$ cat config.mk
export PLATFORM = sky130hd
export DESIGN_NAME = qos_flow_ctrl_fsm_flat
export DESIGN_NICKNAME = d
export VERILOG_FILES = /design/src/rtl/qos_flow_ctrl_fsm_if.sv /design/src/rtl/qos_flow_ctrl_fsm.sv /design/src/flat_wrapper.sv
export SDC_FILE = /design/constraint.sdc
export NUM_CORES = 1
export LEC_CHECK = 0
export BUFFER_PORTS_ARGS = -buffer_cell sky130_fd_sc_hd__buf_4
export CELL_PAD_IN_SITES_DETAIL_PLACEMENT = 1
export CELL_PAD_IN_SITES_GLOBAL_PLACEMENT = 1
export CORE_ASPECT_RATIO = 0.5
export CORE_MARGIN = 2
export CORE_UTILIZATION = 43
export DETAILED_ROUTE_END_ITERATION = 8
export GPL_ROUTABILITY_DRIVEN = 0
export PLACE_DENSITY = 0.94
export SLEW_MARGIN = 40
export SYNTH_ARGS = -nofsm -noshare
export SYNTH_HDL_FRONTEND = slang
export SYNTH_SLANG_ARGS = --single-unit
export TNS_END_PERCENT = 10
$ cat constraint.sdc
create_clock -name CLK -period 4.6 [get_ports CLK]
set_input_delay 0.92 -clock CLK [delete_from_list [all_inputs] [get_ports CLK]]
set_output_delay 0.92 -clock CLK [all_outputs]
set_load 0.02 [all_outputs]
$ cat src/rtl/qos_flow_ctrl_fsm_if.sv
// Signal bundle between the QoS flow-control sequencer and its FIFO-status /
// DLLP-generator neighbours. The sequencer side uses the master modport.
interface qos_flow_ctrl_fsm_if #(
   parameter int NUM_CH    = 4,
   parameter int ERR_CNT_W = 8
);
   logic                 set_init;
   logic                 error_clear;
   logic [NUM_CH-1:0]    empty;
   logic [NUM_CH-1:0]    full;
   logic [NUM_CH-1:0]    pause_fifos;
   logic [NUM_CH-1:0]    continue_fifos;
   logic                 init;
   logic                 idle;
   logic [NUM_CH-1:0]    pause_stb;
   logic [NUM_CH-1:0]    continue_stb;
   logic [NUM_CH-1:0]    paused;
   logic [NUM_CH-1:0]    error_full;
   logic [ERR_CNT_W-1:0] err_count;
   logic [2:0]           state_o;

   // Handshake: request inputs are levels; pause_stb/continue_stb are single-cycle
   // strobes with no back-pressure -- the consumer must accept them on the cycle
   // they are high. All sequencer outputs are registered.
   modport master (
      input  set_init, error_clear, empty, full, pause_fifos, continue_fifos,
      output init, idle, pause_stb, continue_stb, paused, error_full, err_count, state_o
   );

   modport slave (
      output set_init, error_clear, empty, full, pause_fifos, continue_fifos,
      input  init, idle, pause_stb, continue_stb, paused, error_full, err_count, state_o
   );
endinterface

$ cat src/rtl/qos_flow_ctrl_fsm.sv
// Per-channel pause/continue sequencer: edge-detects request levels in ACTIVE,
// tracks paused channels, times out back to IDLE and latches full errors.
module qos_flow_ctrl_fsm #(
   parameter int NUM_CH       = 4,
   parameter int IDLE_TIMEOUT = 16,
   parameter int ERR_MODE     = 0,
   parameter int ERR_CNT_W    = 8
) (
   input  logic CLK,
   input  logic reset,
   qos_flow_ctrl_fsm_if.master qif
);
   localparam int TO_W = $clog2(IDLE_TIMEOUT + 1);

   typedef enum logic [2:0] {
      ST_RESET  = 3'd0,
      ST_INIT   = 3'd1,
      ST_IDLE   = 3'd2,
      ST_ACTIVE = 3'd3,
      ST_ERROR  = 3'd4
   } state_t;

   state_t               state_q, state_d;
   logic                 init_q, init_d;
   logic                 idle_q, idle_d;
   logic [NUM_CH-1:0]    pause_stb_q, pause_stb_d;
   logic [NUM_CH-1:0]    continue_stb_q, continue_stb_d;
   logic [NUM_CH-1:0]    paused_q, paused_d;
   logic [NUM_CH-1:0]    error_full_q, error_full_d;
   logic [ERR_CNT_W-1:0] err_count_q, err_count_d;
   logic [NUM_CH-1:0]    pause_q, pause_d;
   logic [NUM_CH-1:0]    continue_q, continue_d;
   logic [TO_W-1:0]      to_q, to_d;

   logic [NUM_CH-1:0]    p_rise;
   logic [NUM_CH-1:0]    c_rise;
   logic [TO_W-1:0]      to_inc;
   logic                 all_empty;

   // A pause rise on a channel suppresses a simultaneous continue rise there.
   assign p_rise    = qif.pause_fifos & ~pause_q;
   assign c_rise    = qif.continue_fifos & ~continue_q & ~p_rise;
   assign to_inc    = to_q + TO_W'(1);
   assign all_empty = &qif.empty;

   always_comb begin
      state_d        = state_q;
      init_d         = 1'b0;
      idle_d         = 1'b0;
      pause_stb_d    = '0;
      continue_stb_d = '0;
      paused_d       = paused_q;
      error_full_d   = error_full_q;
      err_count_d    = err_count_q;
      pause_d        = qif.pause_fifos;
      continue_d     = qif.continue_fifos;
      to_d           = to_q;

      case (state_q)
         ST_RESET: begin
            state_d = ST_INIT;
            init_d  = qif.set_init;
         end
         ST_INIT: begin
            if (qif.set_init) begin
               init_d = 1'b1;
            end else begin
               state_d = ST_IDLE;
               idle_d  = all_empty;
            end
         end
         ST_IDLE: begin
            if (all_empty) begin
               idle_d = 1'b1;
            end else begin
               state_d = ST_ACTIVE;
               to_d    = '0;
            end
         end
         ST_ACTIVE: begin
            if (|qif.full) begin
               state_d      = ST_ERROR;
               error_full_d = qif.full;
               to_d         = '0;
               if (err_count_q != '1) err_count_d = err_count_q + ERR_CNT_W'(1);
            end else begin
               pause_stb_d    = p_rise;
               continue_stb_d = c_rise;
               paused_d       = (paused_q | p_rise) & ~c_rise;
               if (all_empty && (p_rise == '0) && (c_rise == '0)) begin
                  if (to_inc == TO_W'(IDLE_TIMEOUT)) begin
                     state_d = ST_IDLE;
                     to_d    = '0;
                     idle_d  = 1'b1;
                  end else begin
                     to_d = to_inc;
                  end
               end else begin
                  to_d = '0;
               end
            end
         end
         ST_ERROR: begin
            error_full_d = error_full_q | qif.full;
            if ((ERR_MODE == 1) && qif.error_clear) begin
               state_d      = ST_IDLE;
               error_full_d = '0;
               paused_d     = '0;
               pause_d      = '0;
               continue_d   = '0;
               idle_d       = all_empty;
            end
         end
         default: begin
            state_d = ST_INIT;
         end
      endcase
   end

   always_ff @(posedge CLK or posedge reset) begin
      if (reset) begin
         state_q        <= ST_RESET;
         init_q         <= 1'b0;
         idle_q         <= 1'b0;
         pause_stb_q    <= '0;
         continue_stb_q <= '0;
         paused_q       <= '0;
         error_full_q   <= '0;
         err_count_q    <= '0;
         pause_q        <= '0;
         continue_q     <= '0;
         to_q           <= '0;
      end else begin
         state_q        <= state_d;
         init_q         <= init_d;
         idle_q         <= idle_d;
         pause_stb_q    <= pause_stb_d;
         continue_stb_q <= continue_stb_d;
         paused_q       <= paused_d;
         error_full_q   <= error_full_d;
         err_count_q    <= err_count_d;
         pause_q        <= pause_d;
         continue_q     <= continue_d;
         to_q           <= to_d;
      end
   end

   assign qif.init         = init_q;
   assign qif.idle         = idle_q;
   assign qif.pause_stb    = pause_stb_q;
   assign qif.continue_stb = continue_stb_q;
   assign qif.paused       = paused_q;
   assign qif.error_full   = error_full_q;
   assign qif.err_count    = err_count_q;
   assign qif.state_o      = state_q;
endmodule

$ cat src/flat_wrapper.sv
// flat-port wrapper written by rule: the top's interface ports become plain ports
module qos_flow_ctrl_fsm_flat 
#(
   parameter int NUM_CH       = 4,
   parameter int IDLE_TIMEOUT = 16,
   parameter int ERR_MODE     = 0,
   parameter int ERR_CNT_W    = 8
)
  (CLK, reset, qif_set_init, qif_error_clear, qif_empty, qif_full, qif_pause_fifos, qif_continue_fifos, qif_init, qif_idle, qif_pause_stb, qif_continue_stb, qif_paused, qif_error_full, qif_err_count, qif_state_o);
  qos_flow_ctrl_fsm_if #(.NUM_CH(NUM_CH), .ERR_CNT_W(ERR_CNT_W)) qif_i ();
  input  logic CLK;
  input  logic reset;
  input wire logic [$bits(qif_i.set_init)-1:0] qif_set_init;
  input wire logic [$bits(qif_i.error_clear)-1:0] qif_error_clear;
  input wire logic [$bits(qif_i.empty)-1:0] qif_empty;
  input wire logic [$bits(qif_i.full)-1:0] qif_full;
  input wire logic [$bits(qif_i.pause_fifos)-1:0] qif_pause_fifos;
  input wire logic [$bits(qif_i.continue_fifos)-1:0] qif_continue_fifos;
  output wire logic [$bits(qif_i.init)-1:0] qif_init;
  output wire logic [$bits(qif_i.idle)-1:0] qif_idle;
  output wire logic [$bits(qif_i.pause_stb)-1:0] qif_pause_stb;
  output wire logic [$bits(qif_i.continue_stb)-1:0] qif_continue_stb;
  output wire logic [$bits(qif_i.paused)-1:0] qif_paused;
  output wire logic [$bits(qif_i.error_full)-1:0] qif_error_full;
  output wire logic [$bits(qif_i.err_count)-1:0] qif_err_count;
  output wire logic [$bits(qif_i.state_o)-1:0] qif_state_o;
  assign qif_i.set_init = qif_set_init;
  assign qif_i.error_clear = qif_error_clear;
  assign qif_i.empty = qif_empty;
  assign qif_i.full = qif_full;
  assign qif_i.pause_fifos = qif_pause_fifos;
  assign qif_i.continue_fifos = qif_continue_fifos;
  assign qif_init = qif_i.init;
  assign qif_idle = qif_i.idle;
  assign qif_pause_stb = qif_i.pause_stb;
  assign qif_continue_stb = qif_i.continue_stb;
  assign qif_paused = qif_i.paused;
  assign qif_error_full = qif_i.error_full;
  assign qif_err_count = qif_i.err_count;
  assign qif_state_o = qif_i.state_o;
  qos_flow_ctrl_fsm #(.NUM_CH(NUM_CH), .IDLE_TIMEOUT(IDLE_TIMEOUT), .ERR_MODE(ERR_MODE), .ERR_CNT_W(ERR_CNT_W)) u_core (.CLK(CLK), .reset(reset), .qif(qif_i));
endmodule
======== Word level (Yosys, flattened, before mapping) ========
Cells that the tools add are included.
cells by class
  $add $sub $neg .......................... 2
  mux-type cells .......................... 25
  bitwise gates (word level) .............. 12
  eq/ne operators ......................... 11
  reduce and logical (&&, ||, !) cells .... 14
operator list
  operator             count
  $mux 4               5
  $mux 5               4
  $and 4x4->4          4
  $not 4->4            4
  $mux 3               5
  $pmux 3 s4           1
  $pmux 5 s2           1
  $add 8x1->8 const B  1
  $logic_not 4->1      2
  $ne 8x8->1 const B   1
  $or 4x4->4           2
  $pmux 4 s2           1
  $eq 3x2->1 const B   2
  $mux 1               6
  $ne 3x1->1 const B   2
  $reduce_and 2->1     3
  $add 5x1->5 const B  1
  $eq 5x5->1 const B   1
  $reduce_and 5->1     1
  $ne 2x2->1 const B   2
  $reduce_and 4->1     1
  $reduce_bool 2->1    2
  $reduce_or 4->1      1
  $eq 3x1->1 const B   1
  other kinds (8)      10
storage, ports and cells
  output and inout bits ................... 29
  bits in registers ....................... 42

======== Longest topological paths before layout ========
Gate-level depths: netlist (run 1).
  depth in word-level cells ............... 9
  gate-level depth with buffers ........... 6
  gate-level depth less buffers ........... 5

======== Worst setup path after synthesis (run 1) ========
No wires, ideal clock.
  path kind ............................... input-to-reg
  start ................................... input qif_pause_fifos[1]
  end ..................................... register u_core.to_q[2]
  setup time .............................. 0.064 ns
  arrival ................................. 1.984 ns
  slack ................................... 2.552 ns
  stages on the path ...................... 5
  path buffers ............................ 0
  cells stage by stage .................... or2b_1 > a311oi_4 > nand4_4 > nor3b_2 > a21o_1
between the ends
  longest elaborated chain between the ends .. 8
ends and longest elaborated chain
  what                  RTL line                  text
  from (decl)           flat_wrapper.sv:17        input wire logic [$bits(qif_i.pause_fifos)-1:0] qif_pause_fifos;
  $and 4x4->4 *         qos_flow_ctrl_fsm.sv:41   assign p_rise = qif.pause_fifos & ~pause_q;
  $not 4->4             qos_flow_ctrl_fsm.sv:42   assign c_rise = qif.continue_fifos & ~continue_q & ~p_rise;
  $and 4x4->4           qos_flow_ctrl_fsm.sv:42
  $logic_not 4->1       qos_flow_ctrl_fsm.sv:90   if (all_empty && (p_rise == '0) && (c_rise == '0)) begin
  $logic_and 1x1->1 *   qos_flow_ctrl_fsm.sv:90
  $mux 5 *              qos_flow_ctrl_fsm.sv:90
  $mux 5 *              qos_flow_ctrl_fsm.sv:81   if (|qif.full) begin
  $pmux 5 s2 *          qos_flow_ctrl_fsm.sv:59   case (state_q)
  to (signal assigned)  qos_flow_ctrl_fsm.sv:144  to_q <= to_d;
  to (decl)             qos_flow_ctrl_fsm.sv:33   logic [TO_W-1:0] to_q, to_d;
Every way passes the cells marked *; elsewhere a longest branch is shown, timed or not.
A chain may end at the register's enable or synchronous reset.

======== Worst setup path after layout (run 1) ========
  start ................................... input qif_full[1]
  end ..................................... register u_core.to_q[2]
between the ends
  longest elaborated chain between the ends .. 3
ends and longest elaborated chain
  what             RTL line                 text
  from (decl)      flat_wrapper.sv:16       input wire logic [$bits(qif_i.full)-1:0] qif_full;
  $reduce_or 4->1  qos_flow_ctrl_fsm.sv:81
  $mux 5           qos_flow_ctrl_fsm.sv:81
  $pmux 5 s2       qos_flow_ctrl_fsm.sv:59
No other way between the ends.

==> results.md, run 1 <==
- Outcome: finished, final reports clean
- Buffer depth of the longest clock path: 2
- Overall power: 658.0 uW
- Antenna-violating nets left: 0
- Std-Cell Rows: 16
- WS Path Type: primary input to register
- Final nets: roughly 230
- # diodes: 0
- Post-route cell area: 0.002346 sq mm
- Mapped Cells: 156
- WP data required: 4850 ps
- Maximum vdd drop: 0.1330 mV
- Dominant synthesized flop cell: dfrtp_1
- Hold Path Class: register to register
- Worst slew margin: 0.6529
- CP Data Arrival Time: between 2000 and 2500 ps
- Final Max Tran Viols: 0
- Static Leak: between 0.001 and 0.0015 uW
- Fillcell total: ~430
- Commonest non-fill, non-tap cell in the layout: buf_4
- Post-synthesis net count: 178
- FF+latch count, synth: 42
- Internal: 510.7 uW
- # IOs: 49
- Initial antenna violation count: 0
- Synth Warn #: 0
- Max_cap viols: 0
- Minimum clock period after layout: 2177 ps
- TNS Setup: 0 ps
- Vias per std cell: around 5.2
- Hpwl dp: 3.363 mm
- Ys async rst share: 1.000
- Switch Pwr: 147.3 uW
- Most frequent cells in the layout: buf_4, dfrtp_1, nor2_1
- Area growth, synth to finish: 26.35%
- Maximum clock frequency: around 460 MHz
- Core area: 0.004024 sq mm
- Unrepaired setup endpoints after global routing: false
- Initial drt markers: 32
- Vias: approximately 1400
- Vias in the first global route: 1490
- Resized Gates After CTS: 0
- Die X: approximately 97 um
- Die Span Y: 50.47 um
- Crit path launch type: primary input
- Combinational power share: 0.058
- Cell variety after synth: 50
- Switching share of power: 0.2238
- Crit path max fanout: 8
- Synth top area cells: dfrtp_1, nor2_1, xor2_1
- Synth top area share: 0.5660
- Gr usage total: 0.2009
- Largest net degree at the start of global routing: 43
- Total wire length: 4.517 mm
- Final core occ: 0.5830
- # setup viols final: 0
- 1st-pass router iterations: 4
- WL/cell: 17.24 um
- Post-synthesis cell area: 0.001857 sq mm
- Hold_buf cts: 0
- Layout cells sized above 1: 0.3654
- Remaining DRCs: 0
- Grt ovf: 0
- Clk sink count: 42
- Clk_skew: 6.829 ps
- Crit end category: register
- Hold Fails Final Rpt: 0
- Clock Latency Late Sink: 300 ps
- Die ar.: about 0.005 sq mm
- Clock Pin Slew Worst Setup and Hold Paths: around 80 ps
- CTS tree: built
- Root buf cell: clkbuf_8
- First-pass GRT wire length: 7.452 mm
- Sequential share of the synthesized area: 0.5660
- Initial cell density of the core: 0.4614
- Port Buf Inserts: between 40 and 50
- Reg power frac: 0.568
- Fin crit share: 0.4732
- Placed Area: 0.002255 sq mm
- Syn avg cell area: approximately 12 sq um
- CTS Buf Count: 5
- Power Density: between 200 and 300 mW/mm^2
- Post-CTS Setup Inserts: 0
- Worst slew pin tran: 520.7 ps
- CTS H-tree depth: 2
- Area leader, netlist: dfrtp_1
- Clock power frac: 0.374
- Number of synthesized flops with an enable pin: 0
cells by family after synthesis:
| logic type | share of synthesized area |
|---|---|
| AO/OA/AOI/OAI | 0.1287 |
| adder cells (fa/ha/maj) | 0.01347 |
| AND/OR/NAND/NOR | 0.2170 |
| flip-flops | 0.5660 |
| multiplexers | 0.01146 |
| XOR/XNOR | 0.03302 |
| buffers and inverters | 0.03032 |
layout make-up:
type / instances / area [sq um] / area share
Clock buffer: 7 / 86.33 / 0.03680
Inverter: 7 / 26.28 / 0.01120
Clock inverter: 1 / 5.005 / 0.002133
Multi-Input combinational cell: 103 / 749.5 / 0.3195
Sequential cell: 42 / 1051 / 0.4480
Tap cell: 54 / 67.56 / 0.02880
Timing Repair Buffer: 48 / 360.3 / 0.1536
metrics by stage:
stage                     hold WS (ps)  std cells  worst slack [ps]
after CTS                        488.1        262              2428
after global routing             533.2        262              2302
after floorplan                  489.9        156              2552
after detailed placement         471.3        254              2111
final                            485.1        262              2423
after global placement           461.7        254              2186
path summary, 6_finish.rpt:
check,to,depth (start not counted),slack (ps),start
worst min register to register,u_core.qif.paused[3]$_DFFE_PP0P_,1,490,u_core.qif.paused[3]$_DFFE_PP0P_
max in group asynchronous,u_core.to_q[4]$_DFFE_PP0P_,3,3490,reset
worst min-delay path,u_core.qif.paused[3]$_DFFE_PP0P_,1,490,u_core.qif.paused[3]$_DFFE_PP0P_
worst max-delay path,u_core.to_q[2]$_DFFE_PP0P_,6,2420,qif_full[1]
worst max register to register,u_core.to_q[2]$_DFFE_PP0P_,4,2960,u_core.qif.state_o[1]$_DFFE_PP0P_
min in group asynchronous,u_core.qif.err_count[3]$_DFFE_PP0P_,3,750,reset
sequential cells by signal, summed over array words and instances, names as in the netlist:
register	count
u_core.qif.idle	1
u_core.to_q	5
u_core.qif.init	1
u_core.continue_q	4
u_core.qif.state_o	3
u_core.qif.continue_stb	4
u_core.qif.pause_stb	4
u_core.qif.error_full	4
u_core.pause_q	4
u_core.qif.err_count	8
u_core.qif.paused	4
critical path: stages:
cell and delay (ps):
buf_4 120, nor4_4 370, and4b_1 470, nand4_4 220, nor3b_2 220, a21o_1 90
routing by layer:
metal,part of all wire,vias up,track usage
li1,-,646,-
met3,0.030,10,0.05153
met4,0.020,0,0.09624
met5,0,-,0
met2,0.53,28,0.3646
met1,0.42,690,0.2267
cells in the mapped netlist (3+ instances only):
library cell / count
nor3_1: 4
a22o_1: 3
a21oi_1: 6
o21ai_0: 3
nand2_1: 10
a21o_1: 3
nand3_1: 7
and2b_2: 4
nor2_1: 16
xor2_1: 5
inv_1: 7
dfrtp_1: 42
power groups by stage:
stage | clock network, uW | registers (uW) | logic [uW]
after CTS | 251 | 374 | 38.9
after detailed placement | 0 | 381 | 38.8
final | 246 | 374 | 38.0
after global placement | 0 | 381 | 36.6
after floorplan | 0 | 380 | 18.3
after global routing | 269 | 374 | 41.5
(Power assumes the default switching activity.)
==> run 2, diff against run 1 <==
Settings changed: ABC_AREA set to 1, CORE_UTILIZATION 43 to 39, PLACE_DENSITY 0.94 to 0.9.
Clock period 4.6 ns to 2.12 ns, I/O delays scaled along.
==> results.md, run 2 <==
- Clock Pin Slew Worst Setup and Hold Paths: 90 ps (about the same)
- Outcome: finished, final reports clean
- Sequential share of the synthesized area: 0.5462 (-0.01987)
- Switching share of power: 0.3955 (+0.1716)
- Unrepaired setup endpoints after global routing: false
- Combinational power share: 0.376 (+0.318)
- Cell variety after synth: 26 (-48%)
- Clk_skew: 10.05 ps (+3.216 ps)
- WL/cell: 15.93 um (-7.6%)
- R2R setup slack: 280 ps (-2680 ps)
- Post-synthesis cell area: 0.001924 sq mm (+3.6%)
- Multi-input gate area: 728.2 sq um (-2.8%)
- Post-route cell area: 0.002466 sq mm (+5.1%)
- Clk sink count: 42 (unchanged)
- # setup viols final: 0 (unchanged)
- Post-synthesis net count: 236 (+33%)
- Initial drt markers: 42 (+31%)
- Internal: 1712 uW (+240%)
- Switch Pwr: 1120 uW (+660%)
- Maximum vdd drop: 0.4145 mV (+210%)
- Reg power frac: 0.399 (-0.169)
- Reg area: 0.001051 sq mm (unchanged)
- Count leader, synth: nand2_1
- Area growth, synth to finish: 28.15%
- # diodes: 0 (unchanged)
- CP Data Arrival Time: 2030 ps (-390 ps)
- Largest net degree at the start of global routing: 43 (unchanged)
- Worst slew pin tran: 722.0 ps (+201.3 ps)
- Hpwl dp: 3.876 mm (+15%)
- Reg2reg path depth: 11 (+7)
- WS Path Type: register to register
- Initial antenna violation count: 0 (unchanged)
- Layout cells sized above 1: 0.3011 (-0.06427)
- R2r endpoint: u_core.qif.state_o[0]$_DFFE_PP0P_
- Port Buf Inserts: 47 (unchanged)
- Maximum clock frequency: 542.2 MHz
- Final nets: 290 (+27%)
- Worst path cell trace: ha_1, nand2_1, inv_1, nand3_1, nand2_1, nor2_1, nand2_1, nand2_1, nand2_1, nand2_1, nand2_1
- Number of synthesized flops with an enable pin: 0 (unchanged)
- Fillcell total: 558 (+29%)
- Synth Warn #: 0 (unchanged)
- Crit-path max cell delay: 450 ps (-20 ps)
- CP max stage cell: dfrtp_1
- Remaining DRCs: 0 (unchanged)
- Most frequent cells in the layout: nand2_1, buf_4, dfrtp_1
- Final Max Tran Viols: 0 (unchanged)
- Placed Area: 0.002356 sq mm (+4.5%)
- Dominant synthesized flop cell: dfrtp_1
- Hold Path Class: primary input to register
- Grt ovf: 0 (unchanged)
- Die X: 103.3 um (+6.6%)
- Critical path origin: u_core.to_q[0]$_DFFE_PP0P_
- Worst setup path endpoint: u_core.qif.state_o[0]$_DFFE_PP0P_
- WP data required: 2300 ps (-2550 ps)
- Clock power frac: 0.224 (-0.150)
- Area leader, netlist: dfrtp_1
- First-pass GRT wire length: 8.707 mm (+17%)
- Antenna-violating nets left: 0 (unchanged)
- CTS H-tree depth: 2 (unchanged)
- Fin crit share: 0.8699
- Crit path launch type: register
- Post-CTS Setup Inserts: 0 (unchanged)
- Ys async rst share: 1.000 (unchanged)
- Post-synth top cells: nand2_1, dfrtp_1, inv_1, nor2_1, nand3_1
- 1st-pass router iterations: 4 (unchanged)
- Initial cell density of the core: 0.4208 (-0.04065)
- Overall power: 2832 uW (+330%)
- Max FFs per register: 8 (unchanged)
- Crit path max fanout: 5 (-3)
- Hold Fails Final Rpt: 0 (unchanged)
- Crit path top cell by count: nand2_1
- Max_cap viols: 0 (unchanged)
- Resized Gates After CTS: 0 (unchanged)
- # IOs: 49 (unchanged)
- CTS tree: built
- Syn avg cell area: 8.992 sq um (-24%)
- Worst slew margin: 0.5136 (-0.1393)
- Hold_buf cts: 0 (unchanged)
- Commonest non-fill, non-tap cell in the layout: nand2_1
- Power Density: 1148 mW/mm^2 (+310%)
- FF+latch count, synth: 42 (unchanged)
- Buffer depth of the longest clock path: 2 (unchanged)
- Static Leak: 0.001286 uW (+12%)
- Gr usage total: 0.2131 (+0.01226)
- Total wire length: 5.337 mm (+18%)
- Worst r2r src: u_core.to_q[0]$_DFFE_PP0P_
- Synth top area cells: dfrtp_1, nand2_1, inv_1
- Die Span Y: 53.67 um (+6.4%)
- CTS Buf Count: 5 (unchanged)
- Vias in the first global route: 1814 (+22%)
- Std-Cell Rows: 17 (+1)
- Synth top area share: 0.5462 (-0.01987)
- Clock Latency Late Sink: 300 ps (about the same)
- Mapped Cells: 214 (+37%)
- Crit end category: register
- Die ar.: 0.005546 sq mm (+13%)
- Vias: 1630 (+19%)
- TNS Setup: 0 ps (unchanged)
- Core area: 0.004573 sq mm (+14%)
- Minimum clock period after layout: 1844 ps
- Vias per std cell: 4.866 (-7.2%)
- Root buf cell: clkbuf_8
[run 2: cell types whose count changed after synthesis, moves of 4 or more]
cell	before	now
inv_1	7	28
a21oi_1	6	1
and2b_2	4	0
inv_2	0	6
nand2_1	10	53
nor2_2	0	4
o21ai_1	2	7
nor2_4	0	8
nand3_1	7	14
[run 2: per-layer routing]
layer	global-route usage	routed length, um
met1	0.2300	2119
met5	0	0
met4	0.1228	186
met3	0.04286	171
met2	0.4000	2860
[run 2: metrics by stage]
| stage | hold slack (ps) | worst slack, ps | util | instances |
|---|---|---|---|---|
| floorplan | 455.4 | 574.2 | - | 214 |
| global placement | 473.8 | 565.2 | 0.5152 | 327 |
| detailed placement | 486.1 | 410.2 | 0.5152 | 327 |
| CTS | 229.2 | 286.7 | 0.5393 | 335 |
| global route | 226.5 | 112.3 | 0.5393 | 335 |
| finish | 235.2 | 275.8 | 0.5393 | 335 |
[run 2: worst min-delay path by stage]
| stage | cells past startpoint | slack (ps) | endpoint | startpoint |
|---|---|---|---|---|
| floorplan | 0 | 460 | u_core.continue_q[0]$_DFF_PP0_ | qif_continue_fifos[0] |
| finish | 1 | 240 | u_core.pause_q[1]$_DFF_PP0_ | qif_pause_fifos[1] |
| global placement | 2 | 470 | u_core.qif.error_full[1]$_DFFE_PP0P_ | u_core.qif.error_full[1]$_DFFE_PP0P_ |
| detailed placement | 2 | 490 | u_core.qif.error_full[1]$_DFFE_PP0P_ | u_core.qif.error_full[1]$_DFFE_PP0P_ |
| global route | 1 | 230 | u_core.continue_q[0]$_DFF_PP0_ | qif_continue_fifos[0] |
| CTS | 1 | 230 | u_core.pause_q[1]$_DFF_PP0_ | qif_pause_fifos[1] |
[run 2: critical path, delay by kind of cell, from the launching register on]
family,cells,cell delay (ps)
DFF,1,450
and+or+nand+nor,9,930
buffers and inverters,1,80
adders and majority gates,1,260
[run 2: cells by family after synthesis]
| logic type | count (synthesis) | synth area share |
|---|---|---|
| flip-flops | 42 | 0.5462 |
| AO/OA/AOI/OAI | 14 | 0.03836 |
| buffers and inverters | 36 | 0.07542 |
| adder cells (fa/ha/maj) | 2 | 0.01300 |
| XOR/XNOR | 6 | 0.03121 |
| AND/OR/NAND/NOR | 114 | 0.2958 |
[run 2: area by class of cell]
| class | count | share of cell area |
|---|---|---|
| clock inverter | 2 | 0.01522 |
| sequential | 42 | 0.4262 |
| timing repair buffer | 48 | 0.1461 |
| tap | 66 | 0.03349 |
| multi-input combinational | 136 | 0.2953 |
| inverter | 35 | 0.05429 |
| clock buffer | 6 | 0.02943 |
[run 2: power groups by stage]
stage | Clock (uW) | Sequential (uW) | Combinational [uW]
after global routing | 683 | 1160 | 1160
after detailed placement | 0 | 1150 | 1050
after global placement | 0 | 1130 | 967
final | 635 | 1130 | 1070
after floorplan | 0 | 1300 | 452
after CTS | 648 | 1130 | 1070
==> run 3, diff against run 2 <==
Settings changed: PLACE_DENSITY 0.9 to 0.81, SETUP_SLACK_MARGIN set to 0.3.
==> results.md, run 3 (synthesis gave the netlist of run 2 again) <==
- R2r endpoint: u_core.qif.state_o[0]$_DFFE_PP0P_
- CP bufs+invs: 1 (unchanged)
- Combinational power share: 0.377 (about the same)
- Clock Latency Late Sink: 290 ps (about the same)
- Hpwl dp: 3.264 mm (-16%)
- Final worst setup slack: 464.0 ps (+188.2 ps)
- Start point of the worst hold path: qif_pause_fifos[2]
- Crit path launch type: register
- Die ar.: 0.005546 sq mm (unchanged)
- R2R setup slack: 460 ps (+190 ps)
- Internal: 1623 uW (-5.2%)
- # setup viols final: 0 (unchanged)
- Grt ovf: 0 (unchanged)
- Outcome: finished, final reports clean
- Vias in the first global route: 1603 (-12%)
- Hold_buf cts: 0 (unchanged)
- Minimum clock period after layout: 1656 ps (-188.2 ps)
- Clock power frac: 0.199 (-0.025)
- Worst hold path depth: 1 (unchanged)
- Buffer depth of the longest clock path: 2 (unchanged)
- Port Buf Inserts: 47 (unchanged)
- CTS Buf Count: 5 (unchanged)
- TNS Setup: 0 ps (unchanged)
- CP Data Arrival Time: 1840 ps (-190 ps)
- Post-placement worst setup slack: 421.6 ps (+11.47 ps)
- Core area: 0.004573 sq mm (unchanged)
- Die Span Y: 53.67 um (unchanged)
- CTS H-tree depth: 2 (unchanged)
- Switching share of power: 0.3869 (-0.008625)
- Worst path cell trace: ha_1, nand2_2, inv_1, nand3_1, nand2_1, nor2_2, nand2_1, nand2_1, nand2_1, nand2_1, nand2_1
- Unrepaired setup endpoints after global routing: false
- Root buf cell: clkbuf_8
- Remaining DRCs: 0 (unchanged)
- Most frequent cells in the layout: nand2_1, buf_4, dfrtp_1
- Initial drt markers: 23 (-45%)
- CTS tree: built
- Initial cell density of the core: 0.4208 (unchanged)
- Area growth, synth to finish: 27.50%
- WL/cell: 12.65 um (-21%)
- Multi-input gate area: 733.2 sq um (+0.69%)
- Crit-path max cell delay: 450 ps (about the same)
- Total wire length: 4.239 mm (-21%)
- Vias per std cell: 4.660 (-4.2%)
- Hold EP: u_core.pause_q[2]$_DFF_PP0_
- CP max stage cell: dfrtp_2
- Crit end category: register
- # IOs: 49 (unchanged)
- Max FFs per register: 8 (unchanged)
- Largest net degree at the start of global routing: 43 (unchanged)
- Overall power: 2647 uW (-6.5%)
- Static Leak: 0.001282 uW (-0.30%)
- 1st-pass router iterations: 4 (unchanged)
- Std-Cell Rows: 17 (unchanged)
- WS Path Type: register to register
- Commonest non-fill, non-tap cell in the layout: nand2_1
- Worst r2r src: u_core.to_q[0]$_DFFE_PP0P_
- Final nets: 290 (unchanged)
- Maximum clock frequency: 603.9 MHz (+11%)
- Die X: 103.3 um (unchanged)
- Worst slew pin tran: 687.6 ps (-34.34 ps)
- Switch Pwr: 1024 uW (-8.6%)
- Fillcell total: 549 (-1.6%)
- Reg power frac: 0.424 (+0.025)
- Worst slew margin: 0.5367 (+0.02313)
- Crit path max fanout: 5 (unchanged)
- Reg area: 0.001052 sq mm (+0.12%)
- Antenna-violating nets left: 0 (unchanged)
- Fin crit share: 0.7811 (-0.08877)
- Max_cap viols: 0 (unchanged)
- Clk sink count: 42 (unchanged)
- WP depth: 11 (unchanged)
- First-pass GRT wire length: 7.176 mm (-18%)
- # diodes: 0 (unchanged)
- Vias: 1561 (-4.2%)
- Power Density: 1079 mW/mm^2 (-6.1%)
- Layout cells sized above 1: 0.3123 (+0.01115)
- Gr usage total: 0.1715 (-0.04169)
- Reg2reg path depth: 11 (unchanged)
- Maximum vdd drop: 0.3858 mV (-6.9%)
- WP data required: 2300 ps (about the same)
- Final Max Tran Viols: 0 (unchanged)
- Clk_skew: 6.627 ps (-3.418 ps)
- Top delay family on crit path: simple AND/OR/NAND/NOR gates
- Hold Fails Final Rpt: 0 (unchanged)
- Clock Pin Slew Worst Setup and Hold Paths: 80 ps (about the same)
- Initial antenna violation count: 0 (unchanged)
- Hold Path Class: primary input to register
- Crit path top cell by count: nand2_1
run 3: cell count changes in the layout (fill, tap and decap cells not counted), sizes merged:
cell	delta
clkbuf	+1
bufinv	-1
clkinvlp	-1
clkinv	+1
run 3: through the flow:
step                      std cells    util  instance area (sq um)  hold WS (ps)
final                           335  0.5365                   2454         245.1
after global placement          327  0.5152                   2356         475.0
after global routing            335  0.5365                   2454         231.7
after detailed placement        327  0.5152                   2356         490.4
after floorplan                 214       -                   1924         455.4
after CTS                       335  0.5352                   2447         237.4
run 3: area by class of cell:
cell class,count,area share
Tap cell,66,0.03366
Clock inverter,1,0.002040
Multi-Input combinational cell,136,0.2988
Inverter,35,0.05456
Clock buffer,7,0.03519
Sequential cell,42,0.4289
Timing Repair Buffer,48,0.1469
run 3: power by group through the flow:
stage	Sequential [uW]	Combinational [uW]	Clock [uW]
6_report	1120	997	527
5_1_grt	1150	1110	583
4_1_cts	1120	1020	548
3_5_place_dp	1140	1010	0
3_3_place_gp	1130	976	0
2_1_floorplan	1300	452	0
run 3: worst max path at each step:
| stage | start | endpoint | slack [ps] |
|---|---|---|---|
| 3_5_place_dp | qif_empty[3] | u_core.to_q[2]$_DFFE_PP0P_ | 420 |
| 5_1_grt | u_core.to_q[0]$_DFFE_PP0P_ | u_core.qif.state_o[1]$_DFFE_PP0P_ | 330 |
| 4_1_cts | u_core.to_q[0]$_DFFE_PP0P_ | u_core.qif.state_o[1]$_DFFE_PP0P_ | 400 |
| 3_3_place_gp | qif_empty[2] | u_core.to_q[2]$_DFFE_PP0P_ | 550 |
| 2_1_floorplan | u_core.qif.err_count[0]$_DFFE_PP0P_ | u_core.qif.err_count[0]$_DFFE_PP0P_ | 570 |
| 6_report | u_core.to_q[0]$_DFFE_PP0P_ | u_core.qif.state_o[0]$_DFFE_PP0P_ | 460 |
run 3: routing by layer:
metal / vias to the layer above / wire, um / track usage
met5: - / 0 / 0
met4: 0 / 18 / 0.04605
met3: 3 / 133 / 0.03896
met2: 26 / 2234 / 0.3172
met1: 761 / 1852 / 0.2054
li1: 771 / - / -
run 3: timing repair:
action | in CTS | in global routing
setup endpoints to repair | 0 | 2
buffers inserted | 0 | 0
gates resized for setup | 0 | 3
